$ cat config.mk
export PLATFORM = sky130hd
export DESIGN_NAME = mango_dbus_bridge
export DESIGN_NICKNAME = d
export VERILOG_FILES = /design/src/rtl/mango_dbus_bridge.sv
export SDC_FILE = /design/constraint.sdc
export NUM_CORES = 1
export LEC_CHECK = 0
export ABC_AREA = 1
export CAP_MARGIN = 30
export CORE_MARGIN = 2
export CORE_UTILIZATION = 35
export CTS_CLUSTER_SIZE = 14
export DETAILED_ROUTE_END_ITERATION = 10
export PLACE_DENSITY = 0.71
export SLEW_MARGIN = 10
export SYNTH_ARGS = -nofsm -noshare
export SYNTH_HDL_FRONTEND = slang
export SYNTH_SLANG_ARGS = --single-unit
$ cat constraint.sdc
create_clock -name clk_i -period 2.8 [get_ports clk_i]
set_input_delay 0.56 -clock clk_i [delete_from_list [all_inputs] [get_ports clk_i]]
set_output_delay 0.56 -clock clk_i [all_outputs]
set_load 0.005 [all_outputs]
$ cat src/rtl/mango_dbus_bridge.sv
// Bridges the core's single-cycle data port to a split req/addr_ok/data_ok memory port.
// Latency: request issued the cycle after dbus_en; data returned in DONE, 3-4 cycles per access minimum.
// Backpressure: dbus_stall holds the core until DONE; optional watchdog (MANGO_DBUS_TIMEOUT_EN) aborts hung accesses.
module mango_dbus_bridge #(
    parameter int unsigned TIMEOUT = 255
) (
    input  logic        clk_i,
    input  logic        rst_i,          // active-low, asynchronous assert
    input  logic        dbus_en_i,
    input  logic [31:0] dbus_addr_i,
    input  logic [3:0]  dbus_wen_i,
    input  logic [31:0] dbus_wdata_i,
    output logic [31:0] dbus_rdata_o,
    output logic        dbus_stall_o,
    output logic        m_req_o,
    output logic        m_wr_o,
    output logic [3:0]  m_strb_o,
    output logic [31:0] m_addr_o,
    output logic [31:0] m_wdata_o,
    input  logic        m_addr_ok_i,
    input  logic        m_data_ok_i,
    input  logic [31:0] m_rdata_i,
    output logic        bus_err_o
);

    typedef enum logic [1:0] {
        S_IDLE = 2'd0,
        S_ADDR = 2'd1,
        S_DATA = 2'd2,
        S_DONE = 2'd3
    } state_t;

    state_t      state_q, state_d;
    logic        m_req_q, m_req_d;
    logic        m_wr_q, m_wr_d;
    logic [3:0]  m_strb_q, m_strb_d;
    logic [31:0] m_addr_q, m_addr_d;
    logic [31:0] m_wdata_q, m_wdata_d;
    logic [31:0] rdata_q, rdata_d;

`ifdef MANGO_DBUS_TIMEOUT_EN
    localparam logic [7:0] WDOG_LIMIT = 8'(TIMEOUT);

    logic [7:0]  wdog_q, wdog_d;
    logic        orphan_q, orphan_d;
    logic        bus_err_q, bus_err_d;
    logic        wdog_hit;

    assign wdog_hit  = (wdog_q == WDOG_LIMIT);
    assign bus_err_o = bus_err_q;
`else
    logic        unused_cfg;

    assign unused_cfg = ^8'(TIMEOUT);
    assign bus_err_o  = 1'b0;
`endif

    // Next-state and output-register logic for the access FSM
    always_comb begin
        state_d   = state_q;
        m_req_d   = m_req_q;
        m_wr_d    = m_wr_q;
        m_strb_d  = m_strb_q;
        m_addr_d  = m_addr_q;
        m_wdata_d = m_wdata_q;
        rdata_d   = rdata_q;
`ifdef MANGO_DBUS_TIMEOUT_EN
        wdog_d    = wdog_q;
        orphan_d  = orphan_q;
        bus_err_d = 1'b0;
`endif
        unique case (state_q)
            S_IDLE: begin
`ifdef MANGO_DBUS_TIMEOUT_EN
                // An aborted access still owes us a data_ok; swallow it before issuing again.
                if (orphan_q) begin
                    if (m_data_ok_i) begin
                        orphan_d = 1'b0;
                    end
                end else
`endif
                if (dbus_en_i) begin
                    m_addr_d  = dbus_addr_i;
                    m_strb_d  = dbus_wen_i;
                    m_wdata_d = dbus_wdata_i;
                    m_wr_d    = |dbus_wen_i;
                    m_req_d   = 1'b1;
                    state_d   = S_ADDR;
`ifdef MANGO_DBUS_TIMEOUT_EN
                    wdog_d    = '0;
`endif
                end
            end
            S_ADDR: begin
`ifdef MANGO_DBUS_TIMEOUT_EN
                wdog_d = wdog_q + 8'd1;
`endif
                if (m_addr_ok_i && m_data_ok_i) begin
                    m_req_d = 1'b0;
                    rdata_d = m_rdata_i;
                    state_d = S_DONE;
`ifdef MANGO_DBUS_TIMEOUT_EN
                end else if (wdog_hit) begin
                    // If the slave accepts on the abort cycle its data is still outstanding.
                    m_req_d   = 1'b0;
                    rdata_d   = 32'hDEAD_BEEF;
                    bus_err_d = 1'b1;
                    orphan_d  = m_addr_ok_i;
                    state_d   = S_DONE;
`endif
                end else if (m_addr_ok_i) begin
                    m_req_d = 1'b0;
                    state_d = S_DATA;
                end
            end
            S_DATA: begin
`ifdef MANGO_DBUS_TIMEOUT_EN
                wdog_d = wdog_q + 8'd1;
`endif
                if (m_data_ok_i) begin
                    rdata_d = m_rdata_i;
                    state_d = S_DONE;
`ifdef MANGO_DBUS_TIMEOUT_EN
                end else if (wdog_hit) begin
                    rdata_d   = 32'hDEAD_BEEF;
                    bus_err_d = 1'b1;
                    orphan_d  = 1'b1;
                    state_d   = S_DONE;
`endif
                end
            end
            S_DONE: begin
`ifdef MANGO_DBUS_TIMEOUT_EN
                // The late response may already arrive while we sit in DONE.
                if (orphan_q && m_data_ok_i) begin
                    orphan_d = 1'b0;
                end
`endif
                state_d = S_IDLE;
            end
        endcase
    end

    // All state and bus-facing outputs are registered here
    always_ff @(posedge clk_i or negedge rst_i) begin
        if (!rst_i) begin
            state_q   <= S_IDLE;
            m_req_q   <= 1'b0;
            m_wr_q    <= 1'b0;
            m_strb_q  <= '0;
            m_addr_q  <= '0;
            m_wdata_q <= '0;
            rdata_q   <= '0;
`ifdef MANGO_DBUS_TIMEOUT_EN
            wdog_q    <= '0;
            orphan_q  <= 1'b0;
            bus_err_q <= 1'b0;
`endif
        end else begin
            state_q   <= state_d;
            m_req_q   <= m_req_d;
            m_wr_q    <= m_wr_d;
            m_strb_q  <= m_strb_d;
            m_addr_q  <= m_addr_d;
            m_wdata_q <= m_wdata_d;
            rdata_q   <= rdata_d;
`ifdef MANGO_DBUS_TIMEOUT_EN
            wdog_q    <= wdog_d;
            orphan_q  <= orphan_d;
            bus_err_q <= bus_err_d;
`endif
        end
    end

    // The core is released only in DONE; in reset the FSM reads as IDLE so stall follows en.
    assign dbus_stall_o = dbus_en_i & (state_q != S_DONE);

    assign dbus_rdata_o = rdata_q;
    assign m_req_o      = m_req_q;
    assign m_wr_o       = m_wr_q;
    assign m_strb_o     = m_strb_q;
    assign m_addr_o     = m_addr_q;
    assign m_wdata_o    = m_wdata_q;

endmodule

==> results, run 1 <==
- The flow ran to the end, and the final reports show no timing, DRC or antenna violations.
- In this run the post-CTS setup repair buffer count came out at 0.
- Input and output buffers added on the ports amount to ~210.
- The count of endpoints failing setup in the final report is 0.
- The number of nets produced by synthesis is ~570.
- The sequential cell area fraction in the yosys report is 0.6066.
- The post-cts gate resize count is 0.
- The number of storage elements in the synthesis netlist is ~100.
- Summed over all failing endpoints, the final setup total negative slack is 0 ns.
- The synthesized netlist cell count is about 460.
- Setup repair after global routing left no endpoint under its margin.
- Clock-pin slew was measured on the worst setup and hold paths at roughly 0.060 ns.
- The number of cells on the worst reg-to-reg path is 7.
- The tree is rooted in a sky130_fd_sc_hd__clkbuf_16.
- Summing every instance area after synthesis gives 4290 um2.
- The achievable frequency is approximately 440 MHz.
- The floorplan step defined a die boundary enclosing between 10000 and 15000 um2.
- The total number of vias is 3604.
- Among the stages of the critical path, the cell type that occurs most often is sky130_fd_sc_hd__clkdlybuf4s50_1.
- The worst min-delay path class is input pin to async pin.
- The horizontal die dimension is 114.7 um.
- Dividing the synthesized area by the synthesized cell count gives approximately 9 um2.
- The delay contributed by the slowest stage of the critical path is approximately 0.50 ns.
- The source-to-sink clock delay at the later pin of the worst-skew pair is roughly 0.33 ns.
- The global-route wire length before repair is about 17000 um.
- The maximum fanout encountered on the critical timing path is 2.
- The number of buffer and inverter instances along the worst setup path is 3.
- TritonCTS built the clock tree.
- The Yosys step of the flow raised 0 warnings.
- Entering global routing, the biggest net connects 70 pins.
- The first detailed-routing pass took 4 iterations.
- The HPWL after detailed placement is 7725 um.
- At the end of routability-driven placement, the weighted congestion stood at 0.7499.
- No sink is reached through more buffers than the 2 on the longest clock path.
- In this run the static leakage power is between 3 and 4 nW.
- The final critical path time including I/O delays and setup is about 2.3 ns.
- For this design, the CTS-stage hold fixing added 0 buffers.
- The number of antenna violations at the first check in global routing is 0.
- In this run the vertical extent of the chip is roughly 110 um.
- The number of nets with antenna violations after routing is 0.
- The worst setup path is captured at an output pin.
- The final worst-path cycle share is 0.8083.
- The relative area change from synthesis to final layout is 57.77%.
- By startpoint and endpoint, the worst setup path is classified as input pin to output pin.
- In this run the number of cells on the critical path is 4.
- The final standard cell area without fillers is around 6800 um2.
- The standard cell with the maximum stage delay on the critical path is sky130_fd_sc_hd__clkdlybuf4s50_1.
- The sequential cells in the finished layout cover a total of roughly 2600 um2.
- The measured slew at the worst slew-check pin is roughly 0.66 ns.
- The critical path required time is roughly 2.2 ns.
- The area of combinational cells with multiple inputs is roughly 1400 um2.
- Of the cells placed in the final design, the portion with a size suffix greater than 1 is 0.09403.
- The power density over the cells is 1028 nW/um2.
- On the critical path the largest part of the delay comes from buffers and inverters.
- The placeable core region is between 10000 and 15000 um2.
- The tree built by TritonCTS fans out to 104 sinks.
- Fill cells in the final layout number roughly 1100.
- The H-tree was split into 3 levels.
- The number of pins exceeding their max-slew limit in the final report came to 0.
- The first routing iteration left 128 violations.
- The number of buffers added by the clock tree synthesis step is 9.
- The count of standard-cell rows is 40.
- The hold violation total from the final report was 0.
- The netlist uses 23 different library cells.
- The max-cap violation count is 0.
- On the final layout, the worst clock skew is about 0.0054 ns.
- Dividing the detail-routed wire length by the instance count gives roughly 13 um.
- The worst-case vdd ir drop is a little over 500 uV.
- The ratio of routed vias to standard cells is between 4 and 5.
- The worst slew margin relative to its limit is 0.5590.
- After detailed placement, the total cell area comes to approximately 6500 um2.
- Once layout is complete, the utilization of the core stands at 0.5635.
- For this configuration, the core starts out at a cell density of 0.3572.
- The via count of the first global-routing pass is approximately 3600.
- The startpoint type of the worst setup path is an input pin.
- The total routing usage reported by global routing is 0.1603.
- After detailed routing, the number of remaining DRC violations is 0.
- The smallest hold slack is around 0.25 ns.
- 0 antenna diodes ended up in the layout.
- The number of nets in the finished design is 776.
- The total global routing overflow is 0.
- The wire length reported by the detailed router is 10500 um.
- Walking the worst path, the cells encountered are clkdlybuf4s50_1, inv_1, nor2_1, clkdlybuf4s50_1.
- STA puts the critical path data arrival time at about 1.7 ns.
- In this run the count of I/O pins placed on the die edge is 209.
[layout by cell type, fill, tap and decap left out]
cell type,n
sky130_fd_sc_hd__or2_4,1
sky130_fd_sc_hd__or2_2,1
sky130_fd_sc_hd__nand2_2,9
sky130_fd_sc_hd__conb_1,1
sky130_fd_sc_hd__nor2_1,5
sky130_fd_sc_hd__nand4_1,2
sky130_fd_sc_hd__buf_4,2
sky130_fd_sc_hd__nand2_1,233
sky130_fd_sc_hd__dfrtp_1,104
sky130_fd_sc_hd__nand3_4,1
sky130_fd_sc_hd__o21bai_1,1
sky130_fd_sc_hd__o21ai_2,32
sky130_fd_sc_hd__buf_12,4
sky130_fd_sc_hd__o21ai_0,2
sky130_fd_sc_hd__clkbuf_16,9
sky130_fd_sc_hd__clkbuf_1,4
sky130_fd_sc_hd__clkinvlp_4,1
sky130_fd_sc_hd__inv_1,38
sky130_fd_sc_hd__clkdlybuf4s50_1,206
sky130_fd_sc_hd__nand3_1,3
sky130_fd_sc_hd__bufinv_16,1
sky130_fd_sc_hd__ha_1,6
sky130_fd_sc_hd__a21oi_1,1
sky130_fd_sc_hd__inv_2,1
sky130_fd_sc_hd__nor3_1,1
sky130_fd_sc_hd__clkinv_2,1
[area by class of cell]
class / count / area share
repair buffers: 212 / 0.3187
clock inverters: 3 / 0.006285
flip-flops and latches: 104 / 0.3845
well taps: 147 / 0.02717
inverters: 39 / 0.02163
multi-input cells: 299 / 0.2063
clock buffers: 13 / 0.03549
[stage by stage]
stage                     instances  setup WS [ns]  total power, mW
after CTS                       817         0.5319            7.076
after global placement          801         0.5515            5.748
after global routing            817         0.4736            7.498
after detailed placement        801         0.5330            5.840
after floorplan                 463          1.414            3.981
final                           817         0.5367            6.959
[layer usage]
metal	GRT usage	up-vias	routed length [um]
met1	0.1946	1662	4481
li1	-	1794	-
met3	0.04394	17	794
met2	0.2686	131	4998
met4	0.07068	0	225
met5	0	-	0
[cell usage after synthesis]
cell                       instances  area (um2)
sky130_fd_sc_hd__o21ai_0           2       10.01
sky130_fd_sc_hd__conb_1            1       3.750
sky130_fd_sc_hd__nand3_4           1       17.52
sky130_fd_sc_hd__or2_4             1       8.760
sky130_fd_sc_hd__clkbuf_1          3       11.26
sky130_fd_sc_hd__nor3_1            1       5.000
sky130_fd_sc_hd__nand3_1           3       15.01
sky130_fd_sc_hd__or2_2             1       6.260
sky130_fd_sc_hd__buf_1             1       3.750
sky130_fd_sc_hd__inv_2             1       3.750
sky130_fd_sc_hd__ha_1              6       75.07
sky130_fd_sc_hd__nand4_1           2       12.51
sky130_fd_sc_hd__a21oi_1           1       5.000
sky130_fd_sc_hd__nor2_1            5       18.77
sky130_fd_sc_hd__buf_6             6       67.56
sky130_fd_sc_hd__dfrtp_1         104        2603
sky130_fd_sc_hd__nand2_1         233       874.6
sky130_fd_sc_hd__inv_1            38       142.6
sky130_fd_sc_hd__buf_2             8       40.04
sky130_fd_sc_hd__buf_4             3       22.52
sky130_fd_sc_hd__nand2_2           9       56.30
sky130_fd_sc_hd__o21ai_2          32       280.3
sky130_fd_sc_hd__o21bai_1          1       7.510
[cells by family (layout without fill, tap and decap cells)]
| family | Yosys count | after routing | share of synthesized area |
|---|---|---|---|
| flops | 104 | 104 | 0.6066 |
| simple gates | 256 | 256 | 0.2365 |
| compound gates | 36 | 36 | 0.07057 |
| other cells | 1 | 1 | 0.0008741 |
| buf+inv | 60 | 267 | 0.06795 |
| fa+ha+maj | 6 | 6 | 0.01750 |
[path summary, 6_finish.rpt]
kind | startpoint | slack [ns] | end
worst max register to register | state_q[1]$_DFFE_PN0P_ | 0.94 | dbus_rdata_o[10]$_DFFE_PN0P_
worst max-delay path | dbus_en_i | 0.54 | dbus_stall_o
worst min-delay path | rst_i | 0.25 | m_addr_o[17]$_DFFE_PN0P_
min in group clk_i | dbus_rdata_o[7]$_DFFE_PN0P_ | 0.48 | dbus_rdata_o[7]$_DFFE_PN0P_
worst min register to register | dbus_rdata_o[7]$_DFFE_PN0P_ | 0.48 | dbus_rdata_o[7]$_DFFE_PN0P_
max in group asynchronous | rst_i | 1.81 | m_addr_o[22]$_DFFE_PN0P_
[sequential cells by signal, indices dropped and copies added (netlist names)]
signal / count
dbus_rdata_o: 32
m_req_o: 1
m_wdata_o: 32
state_q: 2
m_strb_o: 4
m_wr_o: 1
m_addr_o: 32
[power breakdown]
| group | internal, mW | switching [mW] |
|---|---|---|
| Clock | 0.693 | 0.505 |
| Sequential | 2.22 | 0.391 |
| Combinational | 1.83 | 1.32 |
Power figures use the tool's default switching activity.
==> inputs of run 2 (changes only) <==
--- a/config.mk
+++ b/config.mk
@@ -11,7 +11,7 @@
 export CORE_UTILIZATION = 35
 export CTS_CLUSTER_SIZE = 14
 export DETAILED_ROUTE_END_ITERATION = 10
-export PLACE_DENSITY = 0.71
+export PLACE_DENSITY = 0.74
 export SLEW_MARGIN = 10
 export SYNTH_ARGS = -nofsm -noshare
 export SYNTH_HDL_FRONTEND = slang
==> constraint.sdc (replaced) <==
create_clock -name clk_i -period 2.05 [get_ports clk_i]
set_input_delay 0.41 -clock clk_i [delete_from_list [all_inputs] [get_ports clk_i]]
set_output_delay 0.41 -clock clk_i [all_outputs]
set_load 0.005 [all_outputs]
==> results, run 2 (synthesis results as in run 1) <==
- In the layout the commonest cells are sky130_fd_sc_hd__nand2_1 (233), sky130_fd_sc_hd__clkdlybuf4s50_1 (206), sky130_fd_sc_hd__dfrtp_1 (103), sky130_fd_sc_hd__inv_1 (38), sky130_fd_sc_hd__o21ai_2 (32).
- The post-layout worst setup margin is 0.06411 ns (-0.4726 ns).
- The largest buffer count on any clock path is 2 (unchanged).
- The total cell area at the placement stage was 6486 um2 (unchanged).
- The wire length reported by the detailed router came to 11030 um (+5.0%).
- The total power is 9.650 mW (+39%).
- The wire length per cell after detailed routing is 13.48 um (+4.9%).
- The clock slew at the register clock pins of the worst setup and hold paths was 0.07 ns (about the same).
- The critical path required time was 1.64 ns (-0.60 ns).
- The worst-case register-to-register setup slack was 0.23 ns (-0.71 ns).
- The number of antenna violations at the first check in global routing is 0 (unchanged).
- The area of combinational cells with multiple inputs was 1396 um2 (unchanged).
- The global-route wire length before repair is 17990 um (+7.9%).
- The total routing usage reported by global routing is 0.1726 (+0.01234).
- Relative to the synthesized area, the layout overhead comes to 58.38%.
- The reg-to-reg startpoint is state_q[1]$_DFFE_PN0P_.
- The worst-case vdd ir drop is 748.0 uV (+48%).
- The post-detailed-route DRC marker count was 0 (unchanged).
- The placed instance count is 801 (unchanged).
- The count of standard-cell rows is 40 (unchanged).
- Walking the worst path, the cells encountered are ha_1, nor2_1, clkdlybuf4s50_1.
- The endpoint class of the critical path is an output pin.
- The number of DRC markers after the initial detailed-route iteration is 243 (+90%).
- The delay contributed by the slowest stage of the critical path was 0.50 ns (about the same).
- The pin count of the biggest net entering global routing is 105 (+50%).
- The number of nets with antenna violations after routing came to 0 (unchanged).
- The flow ran to the end, and the final reports show no timing, DRC or antenna violations.
- The total number of vias is 3686 (+2.3%).
- The power density over the cells came to 1420 nW/um2 (+38%).
- The via count of the first global-routing pass was 3777 (+4.8%).
- The top-level I/O count is 209 (unchanged).
- The most common library cell in the layout ignoring fill and taps is sky130_fd_sc_hd__nand2_1.
- The clock sink count is 104 (unchanged).
- The number of pins exceeding their max-slew limit in the final report is 0 (unchanged).
- Setup repair after global routing left no endpoint under its margin.
- The hold violation total from the final report is 0 (unchanged).
- The setup clock skew after layout is 0.004110 ns (-0.001293 ns).
- The ratio of routed vias to standard cells is 4.506 (+2.2%).
- The startpoint type of the worst setup path is a register.
- The total global routing overflow came to 0 (unchanged).
- The maximum fanout encountered on the critical timing path is 4 (+2).
- The die height came to 114.7 um (unchanged).
- The number of nets in the finished design is 777 (+0.13%).
- The tree is rooted in a sky130_fd_sc_hd__clkbuf_16.
- The final worst-path cycle share is 0.9687.
- The standard cell with the maximum stage delay on the critical path is sky130_fd_sc_hd__clkdlybuf4s50_1.
- The post-route non-filler standard cell count is 818 (+0.12%).
- The measured slew at the worst slew-check pin is 0.6679 ns (+0.006347 ns).
- The TritonCTS clock tree is built.
- The detailed-router iteration count before antenna repair is 4 (unchanged).
- The capture instance of the worst register-to-register path is m_wr_o$_DFFE_PN0P_.
- The total number of H-tree levels is 3 (unchanged).
- The setup slack at placement is 0.1047 ns (-0.4283 ns).
- The source-to-sink clock delay at the later pin of the worst-skew pair is 0.33 ns (about the same).
- The detailed-placement wirelength estimate is 8062 um (+4.4%).
- The setup TNS is 0 ns (unchanged).
- After layout, the minimum clock period comes to 1.986 ns.
- The number of diodes added for antenna fixing was 0 (unchanged).
- The final standard cell area without fillers is 6795 um2 (+0.39%).
- The count of buffers inserted at the top-level ports is 207 (unchanged).
- The worst slew margin relative to its limit is 0.5547 (-0.004232).
- The static power due to leakage came to 3.337 nW (+0.54%).
- The count of endpoints failing setup in the final report is 0 (unchanged).
- The critical path data arrival time is 1.58 ns (-0.12 ns).
- The critical path class is register to output pin.
- The starting utilization of the core area is 0.3572 (unchanged).
- In this run the worst hold path is classified as input pin to async pin.
- The number of buffers added by the clock tree synthesis step is 9 (unchanged).
- The share of cells above drive strength 1 is 0.09985 (+0.005821).
- The area enclosed by the die boundary was 13160 um2 (unchanged).
- The weighted congestion reported at the end of routability-driven placement is 0.7762 (+3.5%).
- The placeable core region was 12010 um2 (unchanged).
- The area occupied by registers was 2604 um2 (about the same).
- The post-cts hold buffer count came to 0 (unchanged).
- The number of cells on the worst reg-to-reg path is 6 (-1).
- The max-cap violation count is 0 (unchanged).
- The number of fill cells in the layout was 1064 (-3.0%).
- The achievable frequency is slightly above 500 MHz.
- The horizontal die dimension came to 114.7 um (unchanged).
## run 2: cell count changes in the layout (fill, tap and decap cells not counted), sizes merged
cell / change
clkinvlp: -1
buf: +1
clkinv: +1
## run 2: power breakdown
| group | leakage, nW | switching, mW | internal [mW] |
|---|---|---|---|
| Sequential | 1.29 | 0.543 | 3.03 |
| Combinational | 1.90 | 1.85 | 2.51 |
| Clock | 0.150 | 0.710 | 1.01 |
## run 2: routing by layer
layer  share of wire  track usage  up-vias
met4           0.022      0.07470        0
met5               0            0        -
li1                -            -     1800
met1            0.41       0.2096     1725
met2            0.50       0.2935      140
met3           0.072      0.04235       21
## run 2: final cells by class
| class | count | share of cell area |
|---|---|---|
| flip-flops and latches | 104 | 0.3832 |
| clock inverters | 3 | 0.005892 |
| well taps | 147 | 0.02707 |
| repair buffers | 213 | 0.3185 |
| inverters | 39 | 0.02154 |
| clock buffers | 13 | 0.03830 |
| multi-input cells | 299 | 0.2055 |
## run 2: how the worst max path moves through the flow
stage	start	endpoint	slack [ns]	depth (start not counted)
finish	state_q[0]$_DFFE_PN0P_	dbus_stall_o	0.06	3
global route	state_q[1]$_DFFE_PN0P_	dbus_stall_o	0.009	3
CTS	state_q[0]$_DFFE_PN0P_	dbus_stall_o	0.006	3
detailed placement	dbus_en_i	dbus_stall_o	0.10	4
global placement	dbus_en_i	dbus_stall_o	0.09	4
floorplan	state_q[0]$_DFFE_PN0P_	dbus_rdata_o[1]$_DFFE_PN0P_	0.66	6
## run 2: critical path: cells and delay by family, from the launching register on
family	cells	cell delay, ns
and+or+nand+nor	1	0.10
DFF	1	0.43
buffers and inverters	1	0.50
adders and majority gates	1	0.21
## run 2: stage by stage
stage                       util  hold slack [ns]
final                     0.5657           0.1144
after global routing      0.5657           0.1718
after CTS                 0.5651           0.1495
after detailed placement  0.5400           0.4646
after global placement    0.5400           0.4603
after floorplan                -           0.1144
## run 2: timing repair
item,in CTS,in global routing
setup endpoints to repair,1,1
endpoints found under the hold margin,0,0
gates resized for setup,1,0
buffers inserted,0,1
cloned,0,0
